<file path="config.mk">
export PLATFORM = sky130hd
export DESIGN_NAME = filter_scheduler
export DESIGN_NICKNAME = d
export VERILOG_FILES = /design/src/rtl/filter_scheduler.sv
export SDC_FILE = /design/constraint.sdc
export NUM_CORES = 1
export LEC_CHECK = 0
export CAP_MARGIN = 20
export CORE_AREA = 2 2 45 47
export DETAILED_ROUTE_END_ITERATION = 10
export DIE_AREA = 0 0 47 49
export HOLD_SLACK_MARGIN = 0.15
export PLACE_DENSITY_LB_ADDON = 0.15
export SETUP_SLACK_MARGIN = 0.05
export SYNTH_ARGS = -nofsm -noshare
export SYNTH_HDL_FRONTEND = slang
export SYNTH_SLANG_ARGS = --single-unit
</file>
<file path="constraint.sdc">
create_clock -name clock -period 3.7 [get_ports clock]
set_input_delay 0.74 -clock clock [delete_from_list [all_inputs] [get_ports clock]]
set_output_delay 0.74 -clock clock [all_outputs]
set_load 0.005 [all_outputs]
</file>
<file path="src/rtl/filter_scheduler.sv">
// Per-channel DEPTH-sample debouncer scanned one channel per cycle every PRESCALE clocks; sig_out lands one cycle after its scan slot.
// Change events (built only with FILTER_SCHED_EVT_EN) wait in pending until evt_ready; stalls never block filtering.
module filter_scheduler #(
   parameter int CHANNELS = 4,
   parameter int PRESCALE = 8,
   parameter int DEPTH    = 3
) (
   input  logic                        clock,
   input  logic                        reset,
   input  logic [CHANNELS-1:0]         sig_in,
   output logic [CHANNELS-1:0]         sig_out,
   output logic                        evt_valid,
   input  logic                        evt_ready,
   output logic [$clog2(CHANNELS)-1:0] evt_chan,
   output logic                        evt_level,
   output logic                        overrun,
   output logic                        busy
);
   localparam int CW = $clog2(CHANNELS);
   localparam int PW = $clog2(PRESCALE);

   typedef enum logic {IDLE, SCAN} state_t;

   state_t              state_q, state_d;
   logic [PW-1:0]       cnt_q, cnt_d;
   logic [CW-1:0]       idx_q, idx_d;
   logic [DEPTH-1:0]    hist_q [CHANNELS];
   logic [DEPTH-1:0]    hist_d [CHANNELS];
   logic [CHANNELS-1:0] sig_out_q, sig_out_d;
   logic [DEPTH-1:0]    hist_new;
   logic                tick;
   logic                scan_vld;

   always_comb begin
      tick     = (cnt_q == PW'(PRESCALE-1));
      cnt_d    = tick ? '0 : cnt_q + 1'b1;
      scan_vld = (state_q == SCAN);
      state_d  = state_q;
      idx_d    = idx_q;
      case (state_q)
         IDLE: begin
            if (tick) begin
               state_d = SCAN;
               idx_d   = '0;
            end
         end
         SCAN: begin
            if (idx_q == CW'(CHANNELS-1)) begin
               state_d = IDLE;
               idx_d   = '0;
            end else begin
               idx_d = idx_q + 1'b1;
            end
         end
      endcase

      hist_d    = hist_q;
      sig_out_d = sig_out_q;
      hist_new  = '0;
      if (scan_vld) begin
         // newest sample at bit 0; output moves only on a full run of equal samples
         hist_new      = {hist_q[idx_q][DEPTH-2:0], sig_in[idx_q]};
         hist_d[idx_q] = hist_new;
         if (&hist_new) begin
            sig_out_d[idx_q] = 1'b1;
         end else if (~|hist_new) begin
            sig_out_d[idx_q] = 1'b0;
         end
      end
   end

   always_ff @(posedge clock) begin
      if (reset) begin
         state_q   <= IDLE;
         cnt_q     <= '0;
         idx_q     <= '0;
         sig_out_q <= '0;
         for (int i = 0; i < CHANNELS; i++) begin
            hist_q[i] <= '0;
         end
      end else begin
         state_q   <= state_d;
         cnt_q     <= cnt_d;
         idx_q     <= idx_d;
         sig_out_q <= sig_out_d;
         hist_q    <= hist_d;
      end
   end

   assign sig_out = sig_out_q;
   assign busy    = (state_q == SCAN);

   // A scan always finishes before the next tick when PRESCALE > CHANNELS.
   assert property (@(posedge clock) disable iff (reset) (state_q == SCAN) |-> !tick);

`ifdef FILTER_SCHED_EVT_EN
   logic [CHANNELS-1:0] pend_q, pend_d;
   logic [CW-1:0]       rr_q, rr_d;
   logic [CW-1:0]       hold_chan_q, hold_chan_d;
   logic                hold_q, hold_d;
   logic                ovr_q, ovr_d;
   logic [CW-1:0]       sel_chan;
   logic [CW-1:0]       cand;
   logic                any_pend;
   logic                accept;
   logic                change;
   int                  c;

   always_comb begin
      sel_chan = '0;
      cand     = '0;
      c        = 0;
      // descending walk so the lowest offset from rr_q is the one that sticks
      for (int i = CHANNELS-1; i >= 0; i--) begin
         c    = (int'(rr_q) + i) % CHANNELS;
         cand = CW'(c);
         if (pend_q[cand]) begin
            sel_chan = cand;
         end
      end
      // a stalled event keeps its channel even if an earlier one becomes pending
      if (hold_q) begin
         sel_chan = hold_chan_q;
      end

      any_pend = |pend_q;
      accept   = any_pend & evt_ready;
      change   = scan_vld & (sig_out_d[idx_q] != sig_out_q[idx_q]);

      pend_d = pend_q;
      rr_d   = rr_q;
      ovr_d  = ovr_q;
      if (accept) begin
         pend_d[sel_chan] = 1'b0;
         rr_d = (sel_chan == CW'(CHANNELS-1)) ? '0 : sel_chan + 1'b1;
      end
      if (change) begin
         if (pend_q[idx_q] && !(accept && (sel_chan == idx_q))) begin
            ovr_d = 1'b1;
         end
         pend_d[idx_q] = 1'b1;
      end
      hold_d      = any_pend & ~evt_ready;
      hold_chan_d = sel_chan;
   end

   always_ff @(posedge clock) begin
      if (reset) begin
         pend_q      <= '0;
         rr_q        <= '0;
         hold_q      <= 1'b0;
         hold_chan_q <= '0;
         ovr_q       <= 1'b0;
      end else begin
         pend_q      <= pend_d;
         rr_q        <= rr_d;
         hold_q      <= hold_d;
         hold_chan_q <= hold_chan_d;
         ovr_q       <= ovr_d;
      end
   end

   assign evt_valid = any_pend;
   assign evt_chan  = sel_chan;
   assign evt_level = sig_out_q[sel_chan];
   assign overrun   = ovr_q;
`else
   logic unused_evt_ready;

   assign unused_evt_ready = evt_ready;
   assign evt_valid        = 1'b0;
   assign evt_chan         = '0;
   assign evt_level        = 1'b0;
   assign overrun          = 1'b0;
`endif

endmodule

</file>
==> Word level (Yosys, flattened, before mapping) <==
Index checks and enable logic that the tools add are counted.
{ "word_totals": {"reg_bits": 22, "inputBits": 7, "output_inout_bits": 10, "word_cells": 47} }
{ "classes": {"addsub": 2, "order_cmp": 4, "eq_ne": 4, "n_mux": 18, "bitwise_logic": 5, "n_reduce_logical": 6} }
{ "op_table": {"columns": ["cell", "n"], "rows": [
  ["bitwise mux 12 bit", 1],
  ["2-to-1 mux 2 bit", 4],
  ["2-to-1 mux 4 bit", 2],
  ["binary-select mux 3 bit (select 2 bit)", 1],
  ["demux 3 bit (select 2 bit)", 1],
  ["bitwise AND 4 bit", 1],
  ["2-to-1 mux 1 bit", 4],
  ["inequality test 2 bit, second input constant", 2],
  ["NOT 4 bit", 1],
  ["OR 4 bit", 1],
  ["one-hot mux 2 bit (2 select lines)", 1],
  ["adder 3 x 1 -> 3 bit, second input constant", 1],
  ["== test 3 bit, second input constant", 1],
  [">= comparator 3 bit, second input constant", 1],
  ["< comparator 2 x 3 -> 1 bit, second input constant", 1],
  ["< comparator 3 x 1 -> 1 bit, second input constant", 1],
  ["2-to-1 mux 3 bit", 1],
  ["NOT 2 -> 3 bit", 1],
  ["AND reduction 3 bit", 1],
  ["OR reduction 3 bit", 1],
  ["adder 2 x 1 -> 2 bit, second input constant", 1],
  ["binary-select mux 1 bit (select 2 bit)", 1],
  ["demux 1 bit (select 2 bit)", 1],
  ["== test 2 bit, second input constant", 1],
  ["other kinds (6)", 7]
]} }

==> Longest topological paths before layout <==
{ "logic_depth": {"word_depth": 8, "mapped_depth": 5, "mapped_depth_nobuf": 5} }

==> Worst setup path after synthesis <==
OpenSTA, ideal clock, no wires.
{ "synth_path": {"kind": "input to register", "start": "input port sig_in[1]", "end": "register (tool-made name)", "setup_time_ps": 137, "arrival_time_ps": 1701, "required_time_ps": 3563, "setup_slack_ps": 1862, "stages": 4, "n_path_buf": 1, "path_cell_list": "mux4_1 > buf_6 > a41oi_1 > a2111oi_2"} }
{ "synth_lines": {"columns": ["item", "line_no", "rtl"], "rows": [
  ["from (decl)", "10", "input logic [CHANNELS-1:0] sig_in,"]
]} }

==> Worst setup path after layout <==
{ "layout_path": {"start": "register state_q, in the netlist busy", "end": "output port busy"} }
{ "layout_lines": {"columns": ["item", "line_no", "rtl"], "rows": [
  ["from (decl)", "24", "state_t state_q, state_d;"],
  ["from (signal assigned)", "82", "state_q <= state_d;"],
  ["to (decl)", "17", "output logic busy"]
]} }
No word-level cell between the ends.

==> metrics <==
outcome=completed; count of unresolved DRC violations after routing=0; # fillers=187; net switching fraction of the power=22.1%; Vert. Die Dim=approximately 49 µm; Netlist cell types=21; Max FO, Critical Path=22; post-synthesis average cell area=~9.4 µm²; ranking of synthesized cells by area=sky130_fd_sc_hd__dfxtp_1, sky130_fd_sc_hd__ha_1, sky130_fd_sc_hd__a2111oi_2; Std-Cell Rows=16; origin of the worst min-delay path=cnt_q[0]$_SDFF_PP0_; TritonCTS clock tree=built; number of global-route vias before repair=650; worst path required time=2.96 ns; clock-pin slew reported for the worst setup and hold paths after clock tree synthesis=0.11 ns; routed wirelength normalized by instance count=12.5 µm; total number of cells along the worst setup path=1; relative contribution of combinational cells to total power=between 5 and 6%; sequential power share=58.2%; Worst-Margin Slew=~0.76 ns; clock buffer count from CTS=3; layout cell share with drive strength beyond 1=a little under a tenth; total design power=0.000341 W; I/O pin total=17; Post-CTS Hold Buffers=0; final cycle utilization of the critical path=67.5%; count of clock tree sinks=18; Worst Setup Start Kind=flip-flop; die outline width=47 µm; Die Area=between 0.002 and 0.0025 mm²; worst stage delay on the critical path=0.83 ns; sequential area share after synthesis=38.6%; maximum number of pins on one net before global-route repair=23; PortBufs=10; setup repair after global routing missed its margin=no; hold slack=0.441 ns; yosys warns=0; setup slack on the worst flop-to-flop path=roughly 1.8 ns; diode count=0; depth of the worst register-to-register path=3; area share of the largest cell type after synthesis=38.6%; max cap viols=0; Total Neg Setup Slack=0 ns; Endpoint, Worst Hold=cnt_q[0]$_SDFF_PP0_; number of vias per cell after detailed routing=5.41; post-cts repair resize count=0; starting utilization of the core area=50.7%; normalized max-slew margin=49.4%; net total in the final layout=120; GPL Wtd Cong=0.778; Synth Register Bits=18; worst flop-to-flop path startpoint=idx_q[0]$_SDFFE_PP0P_; leading area contributor after synthesis=sky130_fd_sc_hd__dfxtp_1; remaining global-route overflow=0; total internal power=0.000266 W; Final setup violation count=0; sum of routed wire length over all layers=between 1500 and 2000 µm; highest achievable clock rate=0.400 GHz; clk buf depth=2; CP Data Arrival Time=roughly 1.8 ns; type of element capturing the critical path=primary output; number of antenna violations at the first check in global routing=0; slowest stage cell, crit path=sky130_fd_sc_hd__dfxtp_1; GRT Resource Usage Total=17.1%; Post-DP Area=about 0.0010 mm²; Layout Area Growth over Synthesis=11.7%; Clock Tree Root=sky130_fd_sc_hd__clkbuf_4; DR pass1 iterations=4; clock latency on the worst-skew pair=0.29 ns; Fin Clk Skew=0.00206 ns; Tmin final=2.50 ns; number of instances in the synthesized netlist=just under 100; power density cells=roughly 330 mW/mm²; Crit Path Category=flip-flop to primary output; post-route cell area=0.00104 mm²; Max Slew Vio Count=0; cell-by-cell trace of the critical path=clkdlybuf4s50_1; Finished Core Util=56.6%; leakage power=roughly 0.35 nW; Clock power frac=between 30% and 40%; area of the placeable core=0.00184 mm²; drt initial violations=17; global-route wire length before repair=just under 3000 µm; buffer count from post-CTS setup fixing=0; Clock H-tree levels=1; hold path cells=1; area of the mapped netlist=933 µm²; worst path buffer plus inverter count=1; placed wire-length estimate=1150 µm; sw power=about 0.000075 W; top cell family by delay on the critical path=flip-flops; Post-DRT Antenna Nets=0; number of hold violations in the final report=0; worst vdd rail ir drop=0.000193 V; DR vias=between 700 and 800; Worst Hold Class=flip-flop to flip-flop
power groups by stage:
stage	Clock, W	Combinational [W]	Sequential, W
after floorplan	0	0.0000178	0.000202
after global placement	0	0.0000189	0.000203
after detailed placement	0	0.0000198	0.000203
after CTS	0.000128	0.0000197	0.000199
after global routing	0.000134	0.0000224	0.000199
final	0.000123	0.0000195	0.000198
final cells by class:
cell class / instances / area, µm² / share of cell area (%)
tap: 27 / 33.8 / 3.24
multi-input combinational: 71 / 500 / 48.0
clock buffer: 4 / 36.3 / 3.48
inverter: 3 / 11.3 / 1.08
timing repair buffer: 10 / 100 / 9.60
sequential: 18 / 360 / 34.6
synthesized netlist by cell type (all sizes together):
master and instances:
a2111oi 4, a21oi 10, a41oi 4, buf 9, clkbuf 2, conb 1, dfxtp 18, ha 6
inv 3, mux2i 1, mux4 3, nand2 12, nand3 8, nor2 13, nor3 1, nor3b 4
worst max-delay path by stage:
stage | startpoint | to
5_1_grt | busy$_SDFF_PP0_ | busy
3_5_place_dp | sig_in[1] | flip-flop
4_1_cts | busy$_SDFF_PP0_ | busy
3_3_place_gp | sig_in[1] | flip-flop
2_1_floorplan | sig_in[1] | flip-flop
6_report | busy$_SDFF_PP0_ | busy
cells by family (layout without fill, tap and decap cells):
kind of cell | count (synthesis) | after routing | share of synthesized area, %
and+or+nand+nor | 38 | 38 | 18.1
muxes | 4 | 4 | 9.12
adders and majority gates | 6 | 6 | 8.04
buffers and inverters | 14 | 17 | 9.38
other | 1 | 5 | 0.402
DFF | 18 | 18 | 38.6
AOI/OAI and AO/OA | 18 | 18 | 16.4
cell usage in the layout (no fill, tap or decap):
cell type / count
sky130_fd_sc_hd__a41oi_2: 1
sky130_fd_sc_hd__nor2_1: 13
sky130_fd_sc_hd__inv_1: 3
sky130_fd_sc_hd__clkbuf_4: 3
sky130_fd_sc_hd__clkdlybuf4s50_1: 10
sky130_fd_sc_hd__a41oi_1: 3
sky130_fd_sc_hd__conb_1: 5
sky130_fd_sc_hd__a2111oi_2: 4
sky130_fd_sc_hd__ha_1: 6
sky130_fd_sc_hd__nor3_1: 1
sky130_fd_sc_hd__a21oi_1: 10
sky130_fd_sc_hd__dfxtp_1: 18
sky130_fd_sc_hd__clkbuf_8: 1
sky130_fd_sc_hd__mux2i_1: 1
sky130_fd_sc_hd__nand3_1: 8
sky130_fd_sc_hd__mux4_2: 1
sky130_fd_sc_hd__nand2_1: 12
sky130_fd_sc_hd__nor3b_1: 4
sky130_fd_sc_hd__mux4_1: 2
per-stage QoR:
stage               worst slack (ns)  instances
floorplan                       1.86        103
global placement                1.32        129
detailed placement              1.29        129
CTS                             1.20        133
global route                    1.10        133
finish                          1.20        133
per-layer routing:
layer	part of all wire (%)	vias up	global-route usage (%)
met3	3.3	2	3.33
met2	47	20	23.7
li1	-	358	-
met1	49	340	26.3
met5	0	-	0
met4	0.54	0	5.56
(Power assumes the default switching activity.)
==> edit: new RTL, same settings <==
Set the parameter `PRESCALE` to 16 (it was 8).
--- a/src/rtl/filter_scheduler.sv
+++ b/src/rtl/filter_scheduler.sv
@@ -4,3 +4,3 @@
    parameter int CHANNELS = 4,
-   parameter int PRESCALE = 8,
+   parameter int PRESCALE = 16,
    parameter int DEPTH    = 3
Behaviour: not the same (a bounded check fails within 10 cycles, from zero or initial values and one cycle with reset high).
==> edit against the original RTL <==
  * Area after synthesis grew 2.1%
  * Synthesized cell count grew 6.1%
  * Sequential cell count rose by 1
  * Critical path depth stayed put
  * Setup slack better by 53 ps
  * Sequential power up 6%
  * Routed wire length grew 12%
  * Count of clock-buffer cells in the layout unchanged
  * Cell area unchanged
  * First-iteration DRC count is 29% lower
  * Total power is 1.9% lower
  * Largest cell class unchanged
==> edit: results (changes against the original RTL) <==
Run status
  • Outcome: finished, final reports clean (unchanged)

Power and ir drop
  • Max IR drop VDD: 190 uV (was 193 uV)
  • Pleak: 0.336 nW (was 0.353 nW)
  • Pint: 0.258 mW (was 0.266 mW)

CTS
  • Clock Path Buffers: 2 (unchanged)
  • Skew-Pair Late Insertion Delay: 300 ps
  • Postcts setup bufs: 0 (unchanged)
  • Clk slew on worst S/H paths: 110 ps (about the same)
  • Clock Root Buffer: clkbuf_4 (unchanged)
  • H-tree depth: 1 (unchanged)
  • CTS buffer count: 3 (unchanged)
  • Post-CTS sizing: 0 (unchanged)

Drt
  • Final WL: 1850 um (was 1660 um)
  • Drt pass-1 iters: 4 (unchanged)
  • DR vias/cell: 5.57 (was 5.41)
  • Vias: 769 (was 720)
  • Iter 0 DRT Violations: 12 (was 17)

Place
  • Routability Congestion: 0.771 (was 0.778)
  • Placed Cells: 134 (was 129)
  • Post-DP HPWL: 1290 um (was 1150 um)
  • # port buffers: 10 (unchanged)

Yosys
  • Post-synthesis sequential area ratio: 0.399 (was 0.386)
  • Commonest cells post-synth: 19 x dfxtp_1, 12 x nand2_1, 12 x nor2_1, 10 x a21oi_1, 8 x nand3_1 (was 18 x dfxtp_1, 13 x nor2_1, 12 x nand2_1, 10 x a21oi_1, 8 x nand3_1)
  • Post-Syn Area per Cell: 9.08 um^2 (was 9.43 um^2)
  • Synth Flop Type: dfxtp_1 (unchanged)
  • Distinct cell type count after synthesis: 25 (was 21)
  • FFs w/ async S/R, synth: 0 (unchanged)
  • Synth area leaders: dfxtp_1 40%, ha_1 6.6%, a21oi_1 5.2%, mux4_2 4.7%, nand2_1 4.7% (was dfxtp_1 39%, ha_1 8.0%, a2111oi_2 6.4%, mux4_1 5.6%, a21oi_1 5.4%)

Setup path
  • CP peak stage delay: 780 ps (was 830 ps)
  • Crit-path max FO: 21 (was 22)
  • R2R setup slack: 1900 ps (was 1830 ps)
  • R2R cell count: 3 (unchanged)
  • Reg2reg start: idx_q[0] (unchanged)
  • CP arrival: 1700 ps (was 1760 ps)
  • Critical path's top delay family: flip-flops (unchanged)

Final layout
  • Ant. Diodes: 0 (unchanged)
  • Nets: 124 (was 120)
  • Fill cell count: 189 (was 187)
  • Layout cells sized above 1: 0.0631 (was 0.0943)

GRT
  • Initial antenna violation count: 0 (unchanged)
  • Global-route usage over all layers: 0.200 (was 0.171)
  • Pin count of the biggest net entering global routing: 22 (was 23)
  • First-pass GRT wire length: 3280 um (was 2930 um)
  • Number of global-route vias before repair: 726 (was 650)

Worst hold path
  • Worst Hold Depth: 2 (was 1)
  • Worst hold-check path type: register to register (unchanged)
  • Hold Startpoint: hist_q[7] (was cnt_q[0])
  • Hold endpoint: hist_q[7] (was cnt_q[0])

Timing
  • Post-route clock skew: 4.32 ps (was 2.06 ps)
  • Setup TNS: 0 ps (unchanged)
  • Worst-margin pin slew: 737 ps (was 756 ps)
==> edit: cells by family (layout without fill, tap and decap cells) <==
| logic type | count (synthesis) | count (layout) | synth area share |
|---|---|---|---|
| mux | 3 | 3 | 0.0748 |
| buf+inv | 15 | 17 | 0.102 |
| xor+xnor | 1 | 1 | 0.00919 |
| other cells | 1 | 5 | 0.00393 |
| simple gates | 41 | 41 | 0.197 |
| flops | 19 | 19 | 0.399 |
| compound gates | 20 | 20 | 0.148 |
| fa+ha+maj | 5 | 5 | 0.0656 |
==> edit: cell type report <==
| class | instances | area [um^2] | share of cell area |
|---|---|---|---|
| repair buffers | 10 | 100 | 0.0960 |
| inverters | 3 | 11.3 | 0.0108 |
| multi-input cells | 75 | 490 | 0.471 |
| well taps | 27 | 33.8 | 0.0324 |
| clock buffers | 4 | 26.3 | 0.0252 |
| flip-flops and latches | 19 | 380 | 0.365 |
==> edit: power by group through the flow <==
stage / registers (mW) / logic, mW / clock network (mW)
3_5_place_dp: 0.215 / 0.0184 / 0
2_1_floorplan: 0.214 / 0.0163 / 0
3_3_place_gp: 0.214 / 0.0178 / 0
6_report: 0.210 / 0.0184 / 0.106
4_1_cts: 0.210 / 0.0185 / 0.109
5_1_grt: 0.211 / 0.0209 / 0.121
==> edit: worst max path at each step <==
stage / startpoint / to / slack (ps)
floorplan: sig_in[3] / register / 1900
global placement: sig_in[3] / register / 1420
detailed placement: sig_in[3] / register / 1410
CTS: busy / busy / 1260
global route: busy / busy / 1150
finish: busy / busy / 1260
==> edit: metal layers <==
layer  vias to the layer above  GRT usage  part of all wire
met5                         -          0                 0
met4                         0     0.0833             0.024
met3                         6     0.0444             0.030
met2                        15      0.290              0.48
met1                       368      0.281              0.46
li1                        380          -                 -
==> edit: metrics by stage <==
| step | power [mW] | util | setup slack, ps | hold WS (ps) | cell area [um^2] |
|---|---|---|---|---|---|
| after floorplan | 0.230 | - | 1900 | 432 | 968 |
| after global placement | 0.232 | 0.552 | 1420 | 442 | 1020 |
| after detailed placement | 0.233 | 0.552 | 1410 | 446 | 1020 |
| after CTS | 0.338 | 0.566 | 1260 | 460 | 1040 |
| after global routing | 0.353 | 0.566 | 1150 | 488 | 1040 |
| final | 0.335 | 0.566 | 1260 | 460 | 1040 |
